File: src/rtl/seg_pkg.sv
// Shared constants, state type and small helpers for the seven-segment readback path.
package seg_pkg;

  localparam int NUM_DIGITS = 4;

  // Segment patterns, bit6=g .. bit0=a, active-high.
  localparam logic [6:0] SEG_BLANK = 7'b0000000;
  localparam logic [6:0] SEG_HEX_0 = 7'b0111111;
  localparam logic [6:0] SEG_HEX_1 = 7'b0000110;
  localparam logic [6:0] SEG_HEX_2 = 7'b1011011;
  localparam logic [6:0] SEG_HEX_3 = 7'b1001111;
  localparam logic [6:0] SEG_HEX_4 = 7'b1100110;
  localparam logic [6:0] SEG_HEX_5 = 7'b1101101;
  localparam logic [6:0] SEG_HEX_6 = 7'b1111101;
  localparam logic [6:0] SEG_HEX_7 = 7'b0000111;
  localparam logic [6:0] SEG_HEX_8 = 7'b1111111;
  localparam logic [6:0] SEG_HEX_9 = 7'b1101111;
  localparam logic [6:0] SEG_HEX_A = 7'b1110111;
  localparam logic [6:0] SEG_HEX_B = 7'b1111100;
  localparam logic [6:0] SEG_HEX_C = 7'b0111001;
  localparam logic [6:0] SEG_HEX_D = 7'b1011110;
  localparam logic [6:0] SEG_HEX_E = 7'b1111001;
  localparam logic [6:0] SEG_HEX_F = 7'b1110001;

  typedef enum logic [1:0] {
    IDLE   = 2'd0,
    SETTLE = 2'd1,
    HOLD   = 2'd2
  } seg_state_e;

  // True when exactly one strobe bit is set.
  function automatic logic is_onehot(input logic [NUM_DIGITS-1:0] v);
    return (v != '0) && ((v & (v - NUM_DIGITS'(1))) == '0);
  endfunction

  // Position of the set bit; only meaningful for a one-hot input.
  function automatic logic [1:0] onehot_idx(input logic [NUM_DIGITS-1:0] v);
    logic [1:0] idx;
    idx = 2'd0;
    for (int i = 0; i < NUM_DIGITS; i++) begin
      if (v[i]) idx = 2'(i);
    end
    return idx;
  endfunction

endpackage

File: src/rtl/seg_readback_if.sv
// Display bus as seen by the readback monitor, plus its recovered-value outputs.
interface seg_readback_if;
  import seg_pkg::*;

  logic [NUM_DIGITS-1:0]   an;
  logic [6:0]              seg;
  logic                    clr;
  logic [4*NUM_DIGITS-1:0] digits;
  logic [NUM_DIGITS-1:0]   valid;
  logic [NUM_DIGITS-1:0]   err;
  logic                    upd;
  logic [1:0]              upd_idx;

  // master: whoever drives the display bus and reads the results
  modport master (output an, seg, clr, input digits, valid, err, upd, upd_idx);
  // slave: the readback monitor
  modport slave  (input an, seg, clr, output digits, valid, err, upd, upd_idx);

endinterface

File: src/rtl/seg_to_hex.sv
// Inverse of the hex-to-segment decoder: classifies a segment pattern.
module seg_to_hex
  import seg_pkg::*;
(
  input  logic [6:0] seg,
  output logic [3:0] hex,
  output logic       is_hex,
  output logic       is_blank
);

  // Table lookup; anything not in the table is either blank or an error.
  always_comb begin
    hex      = 4'h0;
    is_hex   = 1'b1;
    is_blank = 1'b0;
    case (seg)
      SEG_HEX_0: hex = 4'h0;
      SEG_HEX_1: hex = 4'h1;
      SEG_HEX_2: hex = 4'h2;
      SEG_HEX_3: hex = 4'h3;
      SEG_HEX_4: hex = 4'h4;
      SEG_HEX_5: hex = 4'h5;
      SEG_HEX_6: hex = 4'h6;
      SEG_HEX_7: hex = 4'h7;
      SEG_HEX_8: hex = 4'h8;
      SEG_HEX_9: hex = 4'h9;
      SEG_HEX_A: hex = 4'hA;
      SEG_HEX_B: hex = 4'hB;
      SEG_HEX_C: hex = 4'hC;
      SEG_HEX_D: hex = 4'hD;
      SEG_HEX_E: hex = 4'hE;
      SEG_HEX_F: hex = 4'hF;
      SEG_BLANK: begin
        is_hex   = 1'b0;
        is_blank = 1'b1;
      end
      default:   is_hex = 1'b0;
    endcase
  end

endmodule

File: src/rtl/seg_readback.sv
// Recovers the hex value shown on each digit of a multiplexed seven-segment bus.
//
//   state  | meaning
//   -------+-----------------------------------------------------------
//   IDLE   | strobe not one-hot; nothing can be captured
//   SETTLE | one-hot strobe, waiting for STABLE_CYCLES identical samples
//   HOLD   | pattern captured; waiting for the bus to change
module seg_readback
  import seg_pkg::*;
#(
  parameter int STABLE_CYCLES = 4,
  parameter int CNT_W         = 8
) (
  input  logic           clk,
  input  logic           rst_n,
  seg_readback_if.slave  bus
);

  localparam int SW = NUM_DIGITS + 7;

  logic [SW-1:0]           smp_in, smp_q;
  logic [CNT_W-1:0]        cnt_q, cnt_d;
  seg_state_e              state_q, state_d;
  logic                    same, an_ok, capture;
  logic [1:0]              cap_idx;
  logic [3:0]              dec_hex;
  logic                    dec_is_hex, dec_is_blank;
  logic [4*NUM_DIGITS-1:0] digits_q, digits_d;
  logic [NUM_DIGITS-1:0]   valid_q, valid_d, err_q, err_d;
  logic                    upd_q, upd_d;
  logic [1:0]              upd_idx_q, upd_idx_d;

  assign smp_in  = {bus.an, bus.seg};
  assign same    = (smp_in == smp_q);
  assign an_ok   = is_onehot(bus.an);
  assign cap_idx = onehot_idx(bus.an);

  seg_to_hex u_dec (
    .seg      (bus.seg),
    .hex      (dec_hex),
    .is_hex   (dec_is_hex),
    .is_blank (dec_is_blank)
  );

  // Stability counter: restarts at 1 on any change, saturates at STABLE_CYCLES.
  always_comb begin
    if (!same)                                 cnt_d = CNT_W'(1);
    else if (cnt_q == CNT_W'(STABLE_CYCLES))   cnt_d = cnt_q;
    else                                       cnt_d = cnt_q + CNT_W'(1);
  end

  // Sample register and counter.
  always_ff @(posedge clk or negedge rst_n) begin
    if (!rst_n) begin
      smp_q <= '0;
      cnt_q <= '0;
    end else begin
      smp_q <= smp_in;
      cnt_q <= cnt_d;
    end
  end

  // FSM state register.
  always_ff @(posedge clk or negedge rst_n) begin
    if (!rst_n) state_q <= IDLE;
    else        state_q <= state_d;
  end

  // FSM next state; a change that keeps the strobe one-hot always restarts settling.
  always_comb begin
    state_d = state_q;
    if (!an_ok)                          state_d = IDLE;
    else if (state_q == IDLE || !same)   state_d = SETTLE;
    else if (capture)                    state_d = HOLD;
  end

  // FSM outputs: capture strobe and next values of the result registers.
  always_comb begin
    capture   = (state_q == SETTLE) && an_ok && same &&
                (cnt_q == CNT_W'(STABLE_CYCLES - 1));
    digits_d  = digits_q;
    valid_d   = bus.clr ? '0 : valid_q;
    err_d     = bus.clr ? '0 : err_q;
    upd_d     = capture;
    upd_idx_d = upd_idx_q;
    if (capture) begin
      upd_idx_d        = cap_idx;
      valid_d[cap_idx] = dec_is_hex;
      err_d[cap_idx]   = !dec_is_hex && !dec_is_blank;
      if (dec_is_hex) digits_d[{cap_idx, 2'b00} +: 4] = dec_hex;
    end
  end

  // Result registers.
  always_ff @(posedge clk or negedge rst_n) begin
    if (!rst_n) begin
      digits_q  <= '0;
      valid_q   <= '0;
      err_q     <= '0;
      upd_q     <= 1'b0;
      upd_idx_q <= 2'd0;
    end else begin
      digits_q  <= digits_d;
      valid_q   <= valid_d;
      err_q     <= err_d;
      upd_q     <= upd_d;
      upd_idx_q <= upd_idx_d;
    end
  end

  assign bus.digits  = digits_q;
  assign bus.valid   = valid_q;
  assign bus.err     = err_q;
  assign bus.upd     = upd_q;
  assign bus.upd_idx = upd_idx_q;

endmodule

File: src/flat_wrapper.sv
// flat-port wrapper written by rule: the top's interface ports become plain ports
module seg_readback_flat import seg_pkg::*;
#(
  parameter int STABLE_CYCLES = 4,
  parameter int CNT_W         = 8
)
  (clk, rst_n, bus_an, bus_seg, bus_clr, bus_digits, bus_valid, bus_err, bus_upd, bus_upd_idx);
  seg_readback_if bus_i ();
  input  logic clk;
  input  logic rst_n;
  input wire logic [$bits(bus_i.an)-1:0] bus_an;
  input wire logic [$bits(bus_i.seg)-1:0] bus_seg;
  input wire logic [$bits(bus_i.clr)-1:0] bus_clr;
  output wire logic [$bits(bus_i.digits)-1:0] bus_digits;
  output wire logic [$bits(bus_i.valid)-1:0] bus_valid;
  output wire logic [$bits(bus_i.err)-1:0] bus_err;
  output wire logic [$bits(bus_i.upd)-1:0] bus_upd;
  output wire logic [$bits(bus_i.upd_idx)-1:0] bus_upd_idx;
  assign bus_i.an = bus_an;
  assign bus_i.seg = bus_seg;
  assign bus_i.clr = bus_clr;
  assign bus_digits = bus_i.digits;
  assign bus_valid = bus_i.valid;
  assign bus_err = bus_i.err;
  assign bus_upd = bus_i.upd;
  assign bus_upd_idx = bus_i.upd_idx;
  seg_readback #(.STABLE_CYCLES(STABLE_CYCLES), .CNT_W(CNT_W)) u_core (.clk(clk), .rst_n(rst_n), .bus(bus_i));
endmodule
File: config.mk
export PLATFORM = sky130hd
export DESIGN_NAME = seg_readback_flat
export DESIGN_NICKNAME = d
export VERILOG_FILES = /design/src/rtl/seg_pkg.sv /design/src/rtl/seg_readback_if.sv /design/src/rtl/seg_to_hex.sv /design/src/rtl/seg_readback.sv /design/src/flat_wrapper.sv
export SDC_FILE = /design/constraint.sdc
export NUM_CORES = 1
export LEC_CHECK = 0
export CAP_MARGIN = 20
export CORE_MARGIN = 2
export CORE_UTILIZATION = 36
export DETAILED_ROUTE_END_ITERATION = 16
export DONT_BUFFER_PORTS = 1
export GPL_TIMING_DRIVEN = 1
export MAX_ROUTING_LAYER = met4
export SYNTH_ARGS = -nofsm -noshare
export SYNTH_HDL_FRONTEND = slang
export SYNTH_SLANG_ARGS = --single-unit
File: constraint.sdc
create_clock -name clk -period 2.6 [get_ports clk]
set_input_delay 0.78 -clock clk [delete_from_list [all_inputs] [get_ports clk]]
set_output_delay 0.78 -clock clk [all_outputs]
set_load 0.05 [all_outputs]
==> flow_metrics.py, run 1 <==
metrics = {
    "run_status": {
        "status": "finished clean",
    },
    "yosys": {
        "synth_top_family_by_area": "simple AND/OR/NAND/NOR gates",
        "synth_simple_gate_area_share_pct": 22.5,
        "yosysSeqAreaShare_pct": 45.6,
        "async_reset_ff_share_pct": 100,
        "synth-main-ff-cell": "dfrtp_1",
        "synth_fa_ha_area_share_pct": 4.28,
        "synth_compound_area_share_pct": 7.22,
        "ys_ff_latch": 48,
        "yosys-mux-area-fraction_pct": 10.3,
        "synth_warnings": 0,
        "netlist_instances": 258,
        "syn-cell-area_mm2": 0.00263,
        "synth_fp_nets": 281,
        "synth-edff-count": 0,
        "yosysUniqueCellTypes": 48,
        "synth_xor_area_share_pct": 6.32,
        "syn_area_per_cell_um2": 10.2,
    },
    "sta": {
        "clock_skew_ps": 8.57,
        "report.final.slew_viol_count": 0,
        "min_period_ps": 2260,
        "rsz0062_at_grt": "false",
        "slew_headroom_pct": 64.8,
        "max_freq_mhz": 443,
        "final_min_period_over_clock_period_pct": 86.8,
        "setup-tns-final_ps": 0,
        "tightest_slew_ps": 529,
        "hold_violations": 0,
        "setup_ws_ps": 343,
        "setup_viol": 0,
    },
    "worst_setup_path": {
        "max_stage_delay_ps": 390,
        "endpoint_kind": "register",
        "path_class": "in2reg",
        "required_ps": 2780,
        "crit_path_start_kind": "input pin",
        "crit_path_max_fanout": 20,
        "path_cells": "or3b_4, or3_1, o311ai_1, nand3b_4, nand4_4, mux2_1",
        "crit_slowest_cell": "or3b_4",
        "crit_arrival_ps": 2440,
    },
    "detailed_routing": {
        "route.detailed.drc": 0,
        "via_count": 1804,
        "drt_iter0_drc": 82,
        "firstDrtPassIters": 5,
        "wl_per_cell_um": 15.2,
        "antenna_left": 0,
        "drt_wl_total_mm": 5.45,
        "viasPerCell": 5.04,
    },
    "floorplanning": {
        "die_y_um": 89.5,
        "coreArea_mm2": 0.00718,
        "die_w_um": 89.5,
        "std_cell_rows": 31,
        "start_util_pct": 36.7,
        "dieArea_mm2": 0.00801,
        "ios": 41,
    },
    "cells_and_area": {
        "fin_nets": 281,
        "final_cell_mix": "dfrtp_1, nor2_1, nand2_1",
        "area_growth_syn_to_layout_pct": 8.22,
        "final_common_cell": "dfrtp_1",
        "n_antenna_cell": 0,
        "drive_gt1_share_pct": 14.3,
    },
    "grt": {
        "grt_pass1_vias": 1727,
        "antenna_found_initial": 0,
        "grt_max_degree": 49,
        "track_usage_pct": 14.9,
        "grt_pass1_wl_mm": 8.91,
        "grt.overflow.total": 0,
    },
    "pwr": {
        "p_leak_nw": 1.29,
        "power_density_mw_per_mm2": 484,
        "max-vdd-ir-drop_uv": 196,
    },
    "clock_network": {
        "cts_resized": 0,
        "h-tree-depth": 2,
        "clk_latency_ps": 290,
        "postCtsHoldBufs": 0,
        "cts_buffers": 5,
        "clockBufferDepth": 2,
        "post-cts-setup-buffers": 0,
        "root_buffer": "clkbuf_8",
        "cts_tree": "done",
        "path_clk_slew_ps": 90,
        "clock_sinks": 48,
    },
    "job": {
        "cap_violations": 0,
    },
    "place": {
        "io_buffers": 0,
        "hpwl_mm": 3.90,
        "globalplace.congestion": 0.809,
        "pre_cts_ws_ps": 26.0,
    },
    "min_path": {
        "worstHoldPathType": "in2async",
    },
}
[logic make-up after synthesis]
family | count (synthesis)
adder cells (fa/ha/maj) | 9
AO/OA/AOI/OAI | 30
flip-flops | 48
AND/OR/NAND/NOR | 105
buffers and inverters | 23
XOR/XNOR | 19
multiplexers | 24
[state kept, by name, indices dropped and copies added, names as in the netlist]
signal	cells
u_core.bus.digits	16
u_core.bus.err	4
u_core.bus.upd	1
u_core.bus.upd_idx	2
u_core.bus.valid	4
u_core.cnt_q	8
u_core.smp_q	11
u_core.state_q	2
[worst paths after layout]
| kind | start | end | slack, ps | cells past startpoint |
|---|---|---|---|---|
| max in group asynchronous | rst_n | u_core.bus.err[3] | 2350 | 0 |
| min | rst_n | u_core.smp_q[2] | 170 | 0 |
| max reg2reg | u_core.cnt_q[1] | u_core.bus.digits[14] | 560 | 8 |
| min reg2reg | u_core.cnt_q[7] | u_core.cnt_q[7] | 550 | 2 |
| max | bus_seg[1] | u_core.bus.digits[1] | 340 | 6 |
| min in group clk | bus_an[0] | u_core.smp_q[7] | 510 | 0 |
[power by group]
part / internal [mW] / leakage, nW / switching [mW]
Sequential: 0.756 / 0.639 / 0.00428
Clock: 0.286 / 0.0552 / 0.238
Combinational: 0.0425 / 0.596 / 0.0520
Total: 1.08 / 1.29 / 0.294
[worst max-delay path: cells and delay by family]
family	cells	cell delay, ps
simple gates	4	1190
compound gates	1	90
mux	1	360
[cells in the mapped netlist (2+ instances only)]
cell type | count | area, µm²
dfrtp_1 | 48 | 1200
or4bb_1 | 2 | 22.5
and3_1 | 4 | 25.0
buf_2 | 3 | 15.0
nand3_2 | 3 | 30.0
nand2b_1 | 5 | 31.3
o21ai_0 | 8 | 40.0
nand2_1 | 17 | 63.8
mux2_4 | 2 | 30.0
clkbuf_1 | 9 | 33.8
mux2_2 | 14 | 158
or3_1 | 3 | 18.8
mux2_1 | 3 | 33.8
a21oi_1 | 8 | 40.0
inv_1 | 10 | 37.5
mux2i_1 | 5 | 50.1
a211oi_1 | 2 | 15.0
o22ai_1 | 2 | 12.5
and4_1 | 2 | 17.5
nor2b_1 | 4 | 25.0
xor2_1 | 16 | 140
xnor2_1 | 3 | 26.3
o211ai_1 | 2 | 15.0
nor2_1 | 28 | 105
nand3_1 | 9 | 45.0
ha_1 | 9 | 113
nor3_1 | 15 | 75.1
nor4_1 | 2 | 12.5
[cell type report]
class / count / area (µm²)
multi-input combinational: 187 / 1330
clock buffer: 6 / 72.6
clock inverter: 2 / 35.0
tap: 99 / 124
inverter: 10 / 37.5
fill: 722 / 4330
timing repair buffer: 6 / 45.0
sequential: 48 / 1200
[per-layer routing]
metal  share of wire [%]  GRT usage, %  wire, µm
met1                  48          20.5      2590
met2                  46          22.2      2510
met3                 5.4          3.79       293
met4                 1.0          3.66        56
met5                   0             -         0
[per-stage QoR]
step	cells	power [mW]	hold slack [ps]	utilization (%)	area (µm²)
4_1_cts	358	1.40	159	39.7	2850
5_1_grt	358	1.45	139	39.7	2850
3_3_place_gp	350	0.869	486	38.2	2740
3_5_place_dp	350	0.870	486	38.2	2740
6_report	358	1.38	169	39.7	2850
2_1_floorplan	258	0.865	484	-	2630
(Power assumes the default switching activity.)
==> run 2: changes to the inputs <==
--- a/config.mk
+++ b/config.mk
@@ -5,7 +5,6 @@
 export SDC_FILE = /design/constraint.sdc
 export NUM_CORES = 1
 export LEC_CHECK = 0
-export CAP_MARGIN = 20
 export CORE_MARGIN = 2
 export CORE_UTILIZATION = 36
 export DETAILED_ROUTE_END_ITERATION = 16
==> results of run 2 <==
No change in the layout: final DEF, timing and power equal those of run 1.
==> run 3: changes to the inputs <==
--- a/config.mk
+++ b/config.mk
@@ -13,4 +13,5 @@
 export MAX_ROUTING_LAYER = met4
 export SYNTH_ARGS = -nofsm -noshare
 export SYNTH_HDL_FRONTEND = slang
+export SYNTH_HIERARCHICAL = 1
 export SYNTH_SLANG_ARGS = --single-unit
==> run 3 against run 2 <==
Utilization decreased by 0.50 points. Power down 7.0%. Combinational power shrank 6.0%. Die area decreased by 0.37%. Synthesized area fell by 0.38%. Hold slack lost 4.4 ps. Sequential cell count unchanged. Wire length fell by 2.8%. Design area shrank 1.8%. Non-clock buffer count is the same. Clock-buffer cell count shrank 1. Via count rose by 0.78%. Critical endpoint is now u_core/bus.digits[5]. Largest cell class unchanged.
==> flow_metrics.py, run 3 <==
metrics = {
    "pwr": {
        "power_density_mw_per_mm2": 458,
        "max-vdd-ir-drop_uv": 183,
        "p_leak_nw": 1.36,
    },
    "grt": {
        "busiest_layer": "met2",
        "grt_pass1_wl_mm": 8.75,
        "track_usage_pct": 14.7,
        "use_met1_pct": 18.0,
        "use_met2_pct": 23.3,
        "grt_pass1_vias": 1751,
        "grt.overflow.total": 0,
        "antenna_found_initial": 0,
        "grt_max_degree": 49,
        "use_met3_pct": 4.43,
    },
    "yosys": {
        "synth_simple_gate_area_share_pct": 21.0,
        "netlist_instances": 257,
        "synth_fa_ha_area_share_pct": 4.77,
        "synth-main-ff-cell": "dfrtp_1",
        "yosys-mux-area-fraction_pct": 9.97,
        "syn-cell-area_mm2": 0.00262,
        "syn_area_per_cell_um2": 10.2,
        "yosysSeqAreaShare_pct": 45.8,
        "synth.area.top_cells": "dfrtp_1, mux2i_1, ha_1",
        "async_reset_ff_share_pct": 100,
        "synth-edff-count": 0,
        "synth_xor_area_share_pct": 5.68,
        "yosysUniqueCellTypes": 44,
        "synth.largest_area_cell": "dfrtp_1",
        "synth_common_cells": "dfrtp_1, nand2_1, inv_1",
        "synth_warnings": 6,
        "synth_fp_nets": 281,
        "yosysMostFrequentCell": "dfrtp_1",
        "ys_ff_latch": 48,
        "synth_top_family_by_area": "simple AND/OR/NAND/NOR gates",
        "synth_compound_area_share_pct": 7.16,
        "synth_top_cell_area_share_pct": 45.8,
    },
    "detailed_routing": {
        "viasPerCell": 5.11,
        "wl_per_cell_um": 14.9,
        "route.detailed.drc": 0,
        "drt_iter0_drc": 80,
        "firstDrtPassIters": 4,
        "drt_wl_total_mm": 5.29,
        "antenna_left": 0,
        "via_count": 1818,
    },
    "cells_and_area": {
        "final_common_cell": "dfrtp_1",
        "area_growth_syn_to_layout_pct": 6.68,
        "fillCellCount": 744,
        "final_cell_mix": "dfrtp_1, nand2_1, inv_1",
        "n_antenna_cell": 0,
        "drive_gt1_share_pct": 10.5,
        "fin_util_pct": 39.2,
        "fin_nets": 281,
        "finalNonFillerCells": 356,
        "largest_reg_flops": 16,
    },
    "floorplanning": {
        "dieArea_mm2": 0.00798,
        "die_y_um": 89.4,
        "std_cell_rows": 31,
        "die_w_um": 89.4,
        "ios": 41,
        "coreArea_mm2": 0.00714,
        "start_util_pct": 36.7,
    },
    "clock_network": {
        "cts_resized": 0,
        "cts_tree": "done",
        "clock_sinks": 48,
        "post-cts-setup-buffers": 0,
        "clk_latency_ps": 300,
        "root_buffer": "clkbuf_8",
        "path_clk_slew_ps": 90,
        "clockBufferDepth": 2,
        "postCtsHoldBufs": 0,
        "h-tree-depth": 2,
        "cts_buffers": 5,
    },
    "min_path": {
        "worstHoldPathType": "in2async",
    },
    "sta": {
        "min_period_ps": 2070,
        "slew_headroom_pct": 66.2,
        "hold_violations": 0,
        "final_min_period_over_clock_period_pct": 79.5,
        "rsz0062_at_grt": "false",
        "setup_viol": 0,
        "max_freq_mhz": 484,
        "tightest_slew_ps": 505,
        "report.final.slew_viol_count": 0,
        "clock_skew_ps": 12.3,
        "setup-tns-final_ps": 0,
    },
    "worst_setup_path": {
        "crit_path_start_kind": "input pin",
        "required_ps": 2790,
        "path_buf_inv": 1,
        "crit_path_max_fanout": 12,
        "path_delay_family": "simple AND/OR/NAND/NOR gates",
        "crit_slowest_cell": "or3_4",
        "max_stage_delay_ps": 390,
        "endpoint_kind": "register",
        "crit_arrival_ps": 2260,
        "path_class": "in2reg",
        "path_cells": "or3_4, o32a_1, o2111ai_2, buf_4, nand4_2, mux2i_1",
    },
    "place": {
        "place_inst": 349,
        "globalplace.congestion": 0.797,
        "hpwl_mm": 3.80,
        "io_buffers": 0,
    },
    "run_status": {
        "status": "finished clean",
    },
    "job": {
        "cap_violations": 0,
    },
}
[run 3: cell count changes in the layout (fill, tap and decap cells not counted), sizes merged, moves of 7 or more]
cell and change:
inv +8, mux2 -10, mux2i +11, nand4 +8
nor2 -13, nor3 -7, xnor2 +11, xor2 -13
[run 3: through the flow]
step	cell area (µm²)	hold WS (ps)	total power, mW	worst slack, ps
6_report	2800	164	1.28	534
5_1_grt	2800	135	1.35	423
4_1_cts	2800	145	1.30	546
3_5_place_dp	2720	486	0.864	202
3_3_place_gp	2720	486	0.863	234
2_1_floorplan	2630	484	0.861	31.0
[run 3: power breakdown]
part	internal, mW	switching [mW]
combinational	0.0402	0.0486
clock	0.183	0.249
sequential	0.756	0.00445
total	0.979	0.303
[run 3: area by class of cell]
class                      instances  area [µm²]  area share, %
clock inverter                     2        12.5          0.447
clock buffer                       5        68.8           2.46
timing repair buffer               6        45.0           1.61
tap                               99         124           4.43
multi-input combinational        178        1280           45.7
inverter                          18        67.6           2.42
sequential                        48        1200           42.9
[run 3: worst paths after layout]
| path | from | end | slack (ps) | cells after the start |
|---|---|---|---|---|
| max in group asynchronous | rst_n | u_core/cnt_q[5] | 2320 | 0 |
| hold reg to reg | u_core/state_q[1] | u_core/state_q[1] | 590 | 2 |
| setup / recovery | bus_seg[5] | u_core/bus.digits[5] | 530 | 6 |
| hold / removal | rst_n | u_core/bus.digits[0] | 160 | 0 |
| setup reg to reg | u_core/cnt_q[3] | u_core/bus.digits[8] | 750 | 6 |
| min in group clk | bus_seg[6] | u_core/smp_q[6] | 500 | 0 |
[run 3: metal layers]
metal,vias to the layer above,part of all wire (%)
met5,-,0
met4,0,1.7
met3,8,6.1
met2,51,48
met1,876,44
li1,883,-
[run 3: cell families after synthesis]
| group | after synthesis |
|---|---|
| AND/OR/NAND/NOR | 97 |
| XOR/XNOR | 17 |
| adder cells (fa/ha/maj) | 10 |
| AO/OA/AOI/OAI | 29 |
| multiplexers | 25 |
| buffers and inverters | 31 |
| flip-flops | 48 |
